`config.mk`:
```
export PLATFORM = sky130hd
export DESIGN_NAME = pipe_ctrl
export DESIGN_NICKNAME = d
export VERILOG_FILES = /design/src/rtl/pipe_ctrl.sv
export SDC_FILE = /design/constraint.sdc
export NUM_CORES = 1
export LEC_CHECK = 0
export ABC_AREA = 0
export CAP_MARGIN = 5
export CELL_PAD_IN_SITES_DETAIL_PLACEMENT = 2
export CELL_PAD_IN_SITES_GLOBAL_PLACEMENT = 2
export CORE_ASPECT_RATIO = 1.75
export CORE_MARGIN = 2
export CORE_UTILIZATION = 31
export DETAILED_ROUTE_END_ITERATION = 7
export PLACE_DENSITY_LB_ADDON = 0.08
export SLEW_MARGIN = 20
export SYNTH_ARGS = -nofsm -noshare
export SYNTH_HDL_FRONTEND = slang
export SYNTH_SLANG_ARGS = --single-unit
```
`constraint.sdc`:
```
create_clock -name clk -period 7.3 [get_ports clk]
set_clock_uncertainty 0.15 [all_clocks]
set_input_delay 0.73 -clock clk [delete_from_list [all_inputs] [get_ports clk]]
set_output_delay 0.73 -clock clk [all_outputs]
set_load 0.005 [all_outputs]
```
`src/rtl/pipe_ctrl.sv`:
```
// Pipeline sequencing controller: merges redirect, execute stall, load-use,
// fetch-wait and interrupt entry into per-stage hold/flush/load controls.
module pipe_ctrl #(
  parameter int unsigned DRAIN_CYCLES = 2
) (
  input  logic        clk,
  input  logic        rst,
  input  logic        jump_flag_i,
  input  logic [31:0] jump_addr_i,
  input  logic        div_busy_i,
  input  logic        load_use_i,
  input  logic        bus_wait_i,
  input  logic        int_req_i,
  input  logic [31:0] int_addr_i,
  output logic        pc_hold_o,
  output logic        pc_load_o,
  output logic [31:0] pc_addr_o,
  output logic        if_id_hold_o,
  output logic        if_id_flush_o,
  output logic        id_ex_hold_o,
  output logic        id_ex_flush_o,
  output logic        int_ack_o,
  output logic [31:0] stall_cnt_o,
  output logic [31:0] flush_cnt_o,
  output logic [1:0]  state_o
);

  typedef enum logic [1:0] {
    RUN       = 2'd0,
    INT_DRAIN = 2'd1,
    INT_JUMP  = 2'd2
  } state_t;

  localparam logic [3:0] DRAIN_LOAD = 4'(DRAIN_CYCLES - 1);

  state_t      state_q, state_d;
  logic [3:0]  drain_q, drain_d;
  logic [31:0] vec_q, vec_d;
  logic [31:0] stall_cnt_q, flush_cnt_q;

  logic        pc_hold, pc_load, if_id_hold, if_id_flush;
  logic        id_ex_hold, id_ex_flush, int_ack;
  logic [31:0] pc_addr;

  always_ff @(posedge clk or posedge rst) begin
    if (rst) begin
      state_q <= RUN;
      drain_q <= 4'd0;
      vec_q   <= 32'd0;
    end else begin
      state_q <= state_d;
      drain_q <= drain_d;
      vec_q   <= vec_d;
    end
  end

  always_comb begin
    state_d     = state_q;
    drain_d     = drain_q;
    vec_d       = vec_q;
    pc_hold     = 1'b0;
    pc_load     = 1'b0;
    if_id_hold  = 1'b0;
    if_id_flush = 1'b0;
    id_ex_hold  = 1'b0;
    id_ex_flush = 1'b0;
    int_ack     = 1'b0;
    pc_addr     = (state_q == RUN) ? jump_addr_i : vec_q;

    case (state_q)
      RUN: begin
        if (jump_flag_i) begin
          pc_load     = 1'b1;
          if_id_flush = 1'b1;
          id_ex_flush = 1'b1;
        end else if (div_busy_i) begin
          pc_hold    = 1'b1;
          if_id_hold = 1'b1;
          id_ex_hold = 1'b1;
        end else if (load_use_i) begin
          pc_hold     = 1'b1;
          if_id_hold  = 1'b1;
          id_ex_flush = 1'b1;
        end else if (int_req_i) begin
          pc_hold     = 1'b1;
          if_id_flush = 1'b1;
          id_ex_flush = 1'b1;
          vec_d       = int_addr_i;
          drain_d     = DRAIN_LOAD;
          state_d     = INT_DRAIN;
        end else if (bus_wait_i) begin
          pc_hold     = 1'b1;
          if_id_flush = 1'b1;
        end
      end
      INT_DRAIN: begin
        pc_hold     = 1'b1;
        if_id_flush = 1'b1;
        // A busy divider keeps its operands in ID/EX, so the bubble is
        // replaced by a hold and the drain count pauses.
        if (div_busy_i) begin
          id_ex_hold = 1'b1;
        end else begin
          id_ex_flush = 1'b1;
          if (drain_q == 4'd0) state_d = INT_JUMP;
          else                 drain_d = drain_q - 4'd1;
        end
      end
      INT_JUMP: begin
        pc_load     = 1'b1;
        if_id_flush = 1'b1;
        id_ex_flush = 1'b1;
        int_ack     = 1'b1;
        state_d     = RUN;
      end
      default: state_d = RUN;
    endcase
  end

  // Reset masks the combinational controls so nothing moves while rst is high.
  assign pc_hold_o     = pc_hold & ~rst;
  assign pc_load_o     = pc_load & ~rst;
  assign if_id_hold_o  = if_id_hold & ~rst;
  assign if_id_flush_o = if_id_flush & ~rst;
  assign id_ex_hold_o  = id_ex_hold & ~rst;
  assign id_ex_flush_o = id_ex_flush & ~rst;
  assign int_ack_o     = int_ack & ~rst;
  assign pc_addr_o     = rst ? 32'd0 : pc_addr;
  assign state_o       = state_q;

  always_ff @(posedge clk or posedge rst) begin
    if (rst) begin
      stall_cnt_q <= 32'd0;
      flush_cnt_q <= 32'd0;
    end else begin
      if (pc_hold_o)     stall_cnt_q <= stall_cnt_q + 32'd1;
      if (if_id_flush_o) flush_cnt_q <= flush_cnt_q + 32'd1;
    end
  end

  assign stall_cnt_o = stall_cnt_q;
  assign flush_cnt_o = flush_cnt_q;

endmodule
```
---- Yosys cells after proc, flatten, opt, wreduce, memory -nomap -nowiden ----
Index checks and enable logic that the tools add are counted.
storage, ports and cells
  flip-flop bits (word level) ............. 102
  input bits .............................. 71
  logic and storage cells ................. 77
cells by class
  $add $sub $neg .......................... 3
  equality and inequality tests ........... 9
  muxes and demuxes ....................... 42
  bitwise gates (word level) .............. 11
  reductions and logical operators ........ 7
operator list
  operator                 count
  $add A32 B1 Y32 const B  2
  $mux W32                 2
  $mux W4                  6
  $mux W1                  21
  $ne A2 B2 Y1 const B     7
  $mux W2                  6
  $pmux W1 S2              4
  $pmux W4 S2              1
  $and A1 B1 Y1            7
  $reduce_and A7 Y1        1
  $reduce_and A6 Y1        1
  $reduce_and A5 Y1        1
  $logic_not A4 Y1         1
  $not A1 Y1               4
  $pmux W2 S2              1
  $sub A4 B1 Y4 const B    1
  $pmux W1 S3              1
  $eq A2 B1 Y1 const B     1
  $eq A2 B2 Y1 const B     1
  $logic_not A2 Y1         1
  $reduce_bool A2 Y1       1
  $reduce_or A2 Y1         1

---- Logic depth before layout (Yosys ltp) ----
Gate-level depths: netlist (run 1).
  word-level depth ........................ 7
  mapped depth ............................ 10

---- Worst setup path after synthesis (run 1) ----
OpenSTA, ideal clock, no wires.
  path kind ............................... reg-to-output
  start ................................... reg state_q[0], in the netlist state_o[0]
  end ..................................... out pc_addr_o[10]
  arrival time ............................ 1,690 ps
  required time ........................... 6,420 ps
  setup slack ............................. 4,730 ps
  cell stages (with the launch flop) ...... 8
  path buffers ............................ 3
  path through ............................ dfrtp_1 inv_1 ha_1 buf_4 clkbuf_1 buf_2 mux2i_1 nor2_1
between the ends
  cells in the longest elaborated chain, start to end .. 3
RTL lines
  item                    RTL line  RTL
  start, declared         36        state_t state_q, state_d;
  start signal, assigned  51        state_q <= state_d;
  $logic_not A2 Y1        68        pc_addr = (state_q == RUN) ? jump_addr_i : vec_q;
  $mux W32                68
  $mux W32                128       assign pc_addr_o = rst ? 32'd0 : pc_addr;
  end, declared           17        output logic [31:0] pc_addr_o,
No other way between the ends.

---- Worst setup path in the final report (run 1) ----
  start ................................... reg state_q[1], in the netlist state_o[1]
  end ..................................... out pc_hold_o
between the ends
  cells in the longest elaborated chain, start to end .. 3
RTL lines
  item                                                     RTL line  RTL
  $eq A2 B1 Y1 / $logic_not A2 Y1 (equally long branches)  70        case (state_q)
  $pmux W1 S2 (*)                                          70
  $and A1 B1 Y1 (*)                                        121       assign pc_hold_o = pc_hold & ~rst;
  end, declared                                            15        output logic pc_hold_o,
Every way passes the cells marked *; elsewhere a longest branch is shown, timed or not.

==> flow_metrics.env, run 1 <==
export IMPL_tns_ns=0
export IMPL_worstMarginPinSlew_ns=0.880
export IMPL_max_slew_margin_pct=41.3
export IMPL_die_y_um=177
export IMPL_ys_ff_latch=102
export IMPL_nFillCells=1789
export IMPL_status="finished, final reports clean"
export IMPL_hold_viol=0
export IMPL_endpoint="pc_hold_o"
export IMPL_arrival_ns=3.26
export IMPL_syn_avg_cell_area_um2=11.1
export IMPL_drt_vias_per_instance=4.79
export IMPL_r2r_slack_ns=4.12
export IMPL_numPortBuffers=175
export IMPL_yosysTopAreaCellShare_pct=48.3
export IMPL_startpoint="state_o[1]"
export IMPL_cp_start_kind="flop"
export IMPL_synth_nets=556
export IMPL_end_kind="output port"
export IMPL_hold_buffers=0
export IMPL_ys_seq_area_share_pct=48.3
export IMPL_fin_crit_sh_pct=56.8
export IMPL_cts_buffers=9
export IMPL_ioPinCount=176
export IMPL_postRouteAntennaNets=0
export IMPL_maxCapViolCount=0
export IMPL_hp_class="reg2reg"
export IMPL_grt_met1_usage_pct=20.4
export IMPL_p_leak_nw=3.32
export IMPL_overflow=0
export IMPL_cts_htree_levels=3
export IMPL_drcViolationCount=0
export IMPL_die_w_um=103
export IMPL_place_hpwl_um=13200
export IMPL_async_reset_ff_share_pct=100
export IMPL_initial_utilization_pct=31.4
export IMPL_grt_busiest_layer="met2"
export IMPL_antenna_found_initial=3
export IMPL_core_area_um2=16800
export IMPL_post_cts_buffers=0
export IMPL_gp_congestion=0.765
export IMPL_die_area_um2=18100
export IMPL_clockBufferDepth=2
export IMPL_first_iter_violations=81
export IMPL_wl_per_cell_um=19.4
export IMPL_clk_pin_slew_worst_paths_ns=0.08
export IMPL_yosysUniqueCellTypes=45
export IMPL_drt_first_pass_iters=4
export IMPL_wl_um=17200
export IMPL_clk_latency_ns=0.35
export IMPL_period_minus_slack_ns=4.14
export IMPL_r2r_start="state_o[1]"
export IMPL_layout_common_cells="174 x clkdlybuf4s50_1, 102 x dfrtp_1, 62 x nor2_1, 36 x xnor2_1, 33 x mux2i_1"
export IMPL_drive_gt1_share_pct=10.2
export IMPL_grt_use_met2_pct=38.3
export IMPL_rows=63
export IMPL_grt_met3_usage_pct=3.75
export IMPL_grt_pass1_wl_um=27300
export IMPL_ys_flop_type="dfrtp_1"
export IMPL_syn_cell_area_um2=5280
export IMPL_cts_root_buf="clkbuf_16"
export IMPL_cts_num_sinks=102
export IMPL_path_max_fanout=25
export IMPL_required_ns=6.42
export IMPL_grt_max_degree=58
export IMPL_area_delta_synth_final_pct=43.6
export IMPL_maxSlewViolCount=0
export IMPL_ys_top_cells_by_area="dfrtp_1 48%, mux2i_1 6.3%, xnor2_1 6.0%"
export IMPL_place_area_um2=7260
export IMPL_setup_viol=0
export IMPL_critPathKind="reg2out"
export IMPL_syn_inst=477
export IMPL_r2r_end="stall_cnt_o[10]"
export IMPL_whs_ns=0.320
export IMPL_fin_area_um2=7580
export IMPL_track_usage_pct=19.6
export IMPL_yosys_warnings=0
export IMPL_synth_enable_flop_cells=0
export IMPL_reg2reg_depth=10
export IMPL_power_density_nw_per_um2=288
export IMPL_num_vias=4247
export IMPL_synth_top_cell_by_area="dfrtp_1"
export IMPL_cts_tree="built"
export IMPL_post_cts_resized=0
export IMPL_ir_worst_vdd_uv=159
export IMPL_max_freq_mhz=241
export IMPL_dp_cells=868
export IMPL_final_common_cell="clkdlybuf4s50_1"
export IMPL_grt_pass1_vias=4954
export IMPL_final_cells=887
export IMPL_nNetsFinal=731
export IMPL_rsz0062_at_grt="no"
where the power goes:
group | switching (mW) | internal, mW | total [mW]
logic | 0.387 | 0.452 | 0.839
clock network | 0.238 | 0.282 | 0.521
registers | 0.125 | 0.702 | 0.827
total | 0.751 | 1.44 | 2.19
kinds of logic (layout without fill, tap and decap cells):
group | count (synthesis) | count (layout) | synth area share (%)
AND/OR/NAND/NOR | 183 | 183 | 19.9
multiplexers | 68 | 68 | 13.7
buffers and inverters | 34 | 214 | 2.84
flip-flops | 102 | 102 | 48.3
XOR/XNOR | 62 | 62 | 10.3
adder cells (fa/ha/maj) | 8 | 8 | 1.90
other | 0 | 3 | 0
AO/OA/AOI/OAI | 20 | 20 | 2.99
registers in the layout, indices dropped and copies added (netlist names):
| signal | cells |
|---|---|
| flush_cnt_o | 32 |
| stall_cnt_o | 32 |
| vec_q | 32 |
| drain_q | 4 |
| state_o | 2 |
cell type report:
| cell class | instances | area, µm² | share of cell area (%) |
|---|---|---|---|
| clock buffer | 10 | 239 | 3.15 |
| sequential | 102 | 2550 | 33.7 |
| clock inverter | 6 | 75.1 | 0.990 |
| tap | 227 | 284 | 3.74 |
| multi-input combinational | 341 | 2580 | 34.0 |
| antenna | 3 | 7.51 | 0.0990 |
| inverter | 20 | 77.6 | 1.02 |
| timing repair buffer | 178 | 1770 | 23.3 |
per-layer routing:
layer,part of all wire (%),up-vias
met2,59,103
met4,1.9,0
met3,4.4,19
met5,0,-
met1,35,2144
li1,-,1981
cells in the mapped netlist, types with 2 or more instances:
cell type and number:
inv_1 18, mux2i_1 33, nand2_1 30, nand3_1 20
mux2_2 15, xnor2_1 36, nand4_2 2, nor4_2 2
and2_1 2, ha_1 8, dfrtp_1 102, nor2_1 62
a21oi_1 5, a211oi_1 2, nor3_1 10, nand2b_1 3
clkbuf_1 5, buf_4 2, and4_1 3, and3_1 7
mux2_1 20, buf_2 6, o21ai_0 7, nor4_4 4
nand3_2 3, nand4_4 2, nor4_1 4, xor2_1 26
or3_1 2, nand4_1 14, inv_2 2, nor3_2 6
nor2_2 2
how the worst min path moves through the flow:
stage / start / end / depth (start not counted)
after detailed placement: stall_cnt_o[31] / stall_cnt_o[31] / 1
after CTS: stall_cnt_o[31] / stall_cnt_o[31] / 1
final: stall_cnt_o[31] / stall_cnt_o[31] / 1
after floorplan: drain_q[3] / drain_q[3] / 1
after global placement: stall_cnt_o[31] / stall_cnt_o[31] / 1
after global routing: stall_cnt_o[31] / stall_cnt_o[31] / 1
worst max-delay path: stages, from the launching register on:
cell	delay [ns]
dfrtp_1	0.44
inv_1	0.12
ha_2	0.55
buf_4	0.47
nand2b_1	0.18
a21oi_2	0.30
nand2_1	0.16
inv_2	0.16
clkdlybuf4s50_1	0.53
per-stage QoR:
step	util (%)	total power, mW	setup WS, ns
floorplan	-	1.29	3.33
global placement	43.3	1.65	3.59
detailed placement	43.3	1.69	3.49
CTS	45.1	2.23	3.10
global route	45.2	2.33	2.91
finish	45.2	2.19	3.16
No activity file was read; power rests on OpenSTA's default activity.
==> inputs of run 2 (changes only) <==
--- a/config.mk
+++ b/config.mk
@@ -11,7 +11,7 @@
 export CELL_PAD_IN_SITES_GLOBAL_PLACEMENT = 2
 export CORE_ASPECT_RATIO = 1.75
 export CORE_MARGIN = 2
-export CORE_UTILIZATION = 31
+export CORE_UTILIZATION = 26
 export DETAILED_ROUTE_END_ITERATION = 7
 export PLACE_DENSITY_LB_ADDON = 0.08
 export SLEW_MARGIN = 20
==> constraint.sdc (replaced) <==
create_clock -name clk -period 3.72 [get_ports clk]
set_clock_uncertainty 0.15 [all_clocks]
set_input_delay 0.372 -clock clk [delete_from_list [all_inputs] [get_ports clk]]
set_output_delay 0.372 -clock clk [all_outputs]
set_load 0.005 [all_outputs]
==> run 2 against run 1 <==
  * Wire length grew 0.77%
  * Sequential share of layout area shrank 0.17 points
  * First-iteration DRC count shrank 6.2%
  * Worst hold slack gained 0.0071 ns
  * Total power grew 96%
  * Final cell count grew 2.3%
  * Register-to-register slack lost 3.1 ns
  * Sequential power grew 96%
  * Critical endpoint unchanged
==> flow_metrics.env, run 2 (synthesis gave the netlist of run 1 again) <==
export IMPL_postRouteAntennaNets=0
export IMPL_tns_ns=0
export IMPL_cts_num_sinks=102
export IMPL_seqCellArea_um2=2550
export IMPL_clk_pin_slew_worst_paths_ns=0.07
export IMPL_ioPinCount=176
export IMPL_end_kind="output port"
export IMPL_power_mw=4.29
export IMPL_rows=69
export IMPL_numPortBuffers=175
export IMPL_place_hpwl_um=13300
export IMPL_dp_slack_ns=0.711
export IMPL_hold_end="stall_cnt_o[31]"
export IMPL_worstMarginPinSlew_ns=0.919
export IMPL_drt_vias_per_instance=4.70
export IMPL_min_delay_path_depth=1
export IMPL_dp_cells=889
export IMPL_r2r_slack_ns=1.00
export IMPL_period_minus_slack_ns=3.35
export IMPL_grt_pass1_vias=4825
export IMPL_nFillCells=2179
export IMPL_arrival_ns=2.83
export IMPL_max_freq_mhz=298
export IMPL_utilization_pct=37.9
export IMPL_antenna_found_initial=1
export IMPL_setup_viol=0
export IMPL_track_usage_pct=16.6
export IMPL_die_y_um=193
export IMPL_wl_per_cell_um=19.1
export IMPL_min_from="stall_cnt_o[31]"
export IMPL_clockBufferDepth=2
export IMPL_nNetsFinal=731
export IMPL_drt_first_pass_iters=4
export IMPL_max_slew_margin_pct=38.8
export IMPL_reg2reg_depth=9
export IMPL_first_iter_violations=76
export IMPL_cts_root_buf="clkbuf_16"
export IMPL_hold_buffers=0
export IMPL_cp_start_kind="flop"
export IMPL_path_max_fanout=14
export IMPL_cts_buffers=9
export IMPL_p_leak_nw=3.33
export IMPL_overflow=0
export IMPL_final_cells=907
export IMPL_fin_ws_ns=0.365
export IMPL_final_common_cell="clkdlybuf4s50_1"
export IMPL_r2r_start="state_o[1]"
export IMPL_fin_crit_sh_pct=90.2
export IMPL_wl_um=17400
export IMPL_power_density_nw_per_um2=563
export IMPL_gp_congestion=0.767
export IMPL_cts_htree_levels=3
export IMPL_layout_common_cells="174 x clkdlybuf4s50_1, 102 x dfrtp_1, 62 x nor2_1, 36 x xnor2_1, 33 x mux2i_1"
export IMPL_cts_tree="built"
export IMPL_required_ns=3.20
export IMPL_rsz0062_at_grt="no"
export IMPL_post_cts_resized=0
export IMPL_die_area_um2=21500
export IMPL_initial_utilization_pct=26.2
export IMPL_multiInputGateArea_um2=2580
export IMPL_grt_pass1_wl_um=27400
export IMPL_area_delta_synth_final_pct=44.4
export IMPL_ir_worst_vdd_uv=236
export IMPL_status="finished, final reports clean"
export IMPL_hold_viol=0
export IMPL_num_vias=4260
export IMPL_hp_class="reg2reg"
export IMPL_clk_latency_ns=0.35
export IMPL_drcViolationCount=0
export IMPL_r2r_end="stall_cnt_o[10]"
export IMPL_post_cts_buffers=0
export IMPL_core_area_um2=20100
export IMPL_drive_gt1_share_pct=9.89
export IMPL_maxSlewViolCount=0
export IMPL_critPathKind="reg2out"
export IMPL_maxCapViolCount=0
export IMPL_die_w_um=112
export IMPL_grt_max_degree=60
## run 2: power breakdown
group | switching, mW | leakage (nW) | internal [mW] | total (mW)
Combinational | 0.753 | 1.89 | 0.886 | 1.64
Clock | 0.428 | 0.157 | 0.607 | 1.04
Sequential | 0.242 | 1.28 | 1.38 | 1.62
Total | 1.42 | 3.33 | 2.87 | 4.29
## run 2: worst max-delay path: stages, from the launching register on
cell and delay, ns:
dfrtp_1 0.44, inv_1 0.12, ha_2 0.50, nand2b_1 0.21, a21oi_2 0.32, nand2_1 0.19, inv_2 0.18, clkdlybuf4s50_1 0.53
## run 2: area by class of cell
class,count,share of cell area [%]
multi-input cells,341,33.8
flip-flops and latches,102,33.5
repair buffers,178,23.4
well taps,248,4.07
clock buffers,12,3.23
inverters,20,1.02
clock inverters,4,0.919
diodes,2,0.0656
## run 2: stage by stage
stage	area, µm²	hold slack, ns
2_1_floorplan	5280	0.302
3_3_place_gp	7300	0.310
3_5_place_dp	7300	0.320
4_1_cts	7620	0.333
5_1_grt	7620	0.335
6_report	7620	0.327
## run 2: layer usage
metal	global-route usage (%)	share of wire [%]	wire [µm]
met4	6.41	2.0	341
met1	17.3	35	6110
met2	32.1	59	10200
met3	3.45	4.1	715
met5	0	0	0
## run 2: worst max-delay path by stage
stage | depth (start not counted) | to | start
after floorplan | 3 | drain_q[0] | rst
after global placement | 7 | pc_hold_o | state_o[0]
after detailed placement | 7 | pc_hold_o | state_o[1]
after CTS | 7 | pc_hold_o | state_o[1]
after global routing | 7 | pc_hold_o | state_o[1]
final | 7 | pc_hold_o | state_o[1]
==> inputs of run 3 (changes only) <==
--- a/config.mk
+++ b/config.mk
@@ -12,6 +12,8 @@
 export CORE_ASPECT_RATIO = 1.75
 export CORE_MARGIN = 2
 export CORE_UTILIZATION = 26
+export CTS_BUF_LIST = sky130_fd_sc_hd__clkbuf_8
+export CTS_CLUSTER_SIZE = 30
 export DETAILED_ROUTE_END_ITERATION = 7
 export PLACE_DENSITY_LB_ADDON = 0.08
 export SLEW_MARGIN = 20
==> run 3 against run 2 <==
  * Global-route usage barely moved
  * Wire length fell by 0.26%
  * Final cell count did not move
  * Count of clock-buffer cells in the layout fell by 2
  * Register-to-register slack barely moved
  * Setup slack got worse by 0.030 ns
  * Sequential share of layout area rose by 0.45 points
  * Combinational power barely moved
  * Final area fell by 1.3%
  * Flip-flop and latch count did not move
  * Maximum frequency fell by 0.89%
  * Critical endpoint unchanged
  * Largest cell class unchanged
==> flow_metrics.env, run 3 (synthesis gave the netlist of run 1 again) <==
export IMPL_multiInputGateArea_um2=2580
export IMPL_arrival_ns=2.86
export IMPL_reg2reg_depth=9
export IMPL_critPathKind="reg2out"
export IMPL_r2r_end="stall_cnt_o[10]"
export IMPL_drive_gt1_share_pct=9.89
export IMPL_p_leak_nw=3.29
export IMPL_setup_viol=0
export IMPL_die_w_um=112
export IMPL_cts_root_buf="clkbuf_8"
export IMPL_post_cts_buffers=0
export IMPL_overflow=0
export IMPL_drt_first_pass_iters=4
export IMPL_grt_pass1_wl_um=27400
export IMPL_rsz0062_at_grt="no"
export IMPL_met2_length_um=10100
export IMPL_worstMarginPinSlew_ns=0.919
export IMPL_fin_crit_sh_pct=91.0
export IMPL_r2r_start="state_o[0]"
export IMPL_top_layer="met4"
export IMPL_wl_um=17300
export IMPL_hold_buffers=0
export IMPL_hp_class="reg2reg"
export IMPL_ioPinCount=176
export IMPL_area_delta_synth_final_pct=42.5
export IMPL_period_minus_slack_ns=3.39
export IMPL_place_hpwl_um=13300
export IMPL_power_density_nw_per_um2=538
export IMPL_clockBufferDepth=2
export IMPL_cts_htree_levels=3
export IMPL_grt_max_degree=60
export IMPL_cp_start_kind="flop"
export IMPL_end_kind="output port"
export IMPL_whs_ns=0.332
export IMPL_cts_num_sinks=102
export IMPL_maxCapViolCount=0
export IMPL_grt_pass1_vias=4842
export IMPL_track_usage_pct=16.6
export IMPL_layout_common_cells="174 x clkdlybuf4s50_1, 102 x dfrtp_1, 62 x nor2_1, 36 x xnor2_1, 33 x mux2i_1"
export IMPL_nFillCells=2188
export IMPL_antenna_found_initial=1
export IMPL_initial_utilization_pct=26.2
export IMPL_core_area_um2=20100
export IMPL_tns_ns=0
export IMPL_status="finished, final reports clean"
export IMPL_drcViolationCount=0
export IMPL_die_y_um=193
export IMPL_max_slew_margin_pct=38.8
export IMPL_final_common_cell="clkdlybuf4s50_1"
export IMPL_r2r_slack_ns=1.00
export IMPL_hold_viol=0
export IMPL_hold_end="stall_cnt_o[31]"
export IMPL_die_area_um2=21500
export IMPL_first_iter_violations=61
export IMPL_clk_pin_slew_worst_paths_ns=0.10
export IMPL_drt_met1_wl_um=6170
export IMPL_path_max_fanout=14
export IMPL_min_from="stall_cnt_o[31]"
export IMPL_nNetsFinal=731
export IMPL_drt_vias_per_instance=4.68
export IMPL_maxSlewViolCount=0
export IMPL_cts_tree="built"
export IMPL_cts_buffers=9
export IMPL_rows=69
export IMPL_ir_worst_vdd_uv=233
export IMPL_gp_congestion=0.767
export IMPL_required_ns=3.20
export IMPL_clk_latency_ns=0.38
export IMPL_dp_slack_ns=0.711
export IMPL_wl_met3_um=708
export IMPL_post_cts_resized=0
export IMPL_min_delay_path_depth=1
export IMPL_max_freq_mhz=295
export IMPL_seqCellArea_um2=2550
export IMPL_numPortBuffers=175
export IMPL_wl_per_cell_um=19.1
export IMPL_postRouteAntennaNets=0
export IMPL_num_vias=4243
export IMPL_fin_ws_ns=0.335
-- run 3: changes by cell type in the layout (fill, tap and decap cells not counted) --
cell	before	now
clkbuf_16	9	0
clkbuf_8	1	10
clkbuf_1	2	0
inv_1	17	19
-- run 3: critical path, cell delays in order, from the launching register on --
cell and delay [ns]:
dfrtp_1 0.44, inv_1 0.12, ha_2 0.49, nand2b_1 0.21, a21oi_2 0.32, nand2_1 0.19, inv_2 0.18, clkdlybuf4s50_1 0.53
-- run 3: worst max path at each step --
stage / from / to / cells after the start
global route: state_o[1] / pc_hold_o / 7
detailed placement: state_o[1] / pc_hold_o / 7
floorplan: rst / drain_q[0] / 3
CTS: state_o[1] / pc_hold_o / 7
global placement: state_o[0] / pc_hold_o / 7
finish: state_o[0] / pc_hold_o / 7
-- run 3: stage by stage --
stage	cell area, µm²	instances	power [mW]	util [%]
2_1_floorplan	5280	477	2.53	-
3_3_place_gp	7300	889	3.25	36.3
3_5_place_dp	7300	889	3.32	36.3
4_1_cts	7520	905	4.15	37.4
5_1_grt	7520	906	4.36	37.4
6_report	7520	907	4.04	37.4
-- run 3: report_power, final --
group          internal [mW]  switching (mW)
clock network          0.391           0.401
registers               1.38           0.241
logic                  0.885           0.749
total                   2.65            1.39
-- run 3: area by class of cell --
type	instances	area share [%]
diodes	2	0.0665
well taps	248	4.13
flip-flops and latches	102	33.9
repair buffers	178	23.7
multi-input cells	341	34.3
inverters	20	1.03
clock buffers	10	1.83
clock inverters	6	1.03
-- run 3: routing by layer --
metal / vias to the layer above / global-route usage (%)
met5: - / 0
li1: 1973 / -
met4: 0 / 6.41
met3: 15 / 3.55
met2: 103 / 31.9
met1: 2152 / 17.5
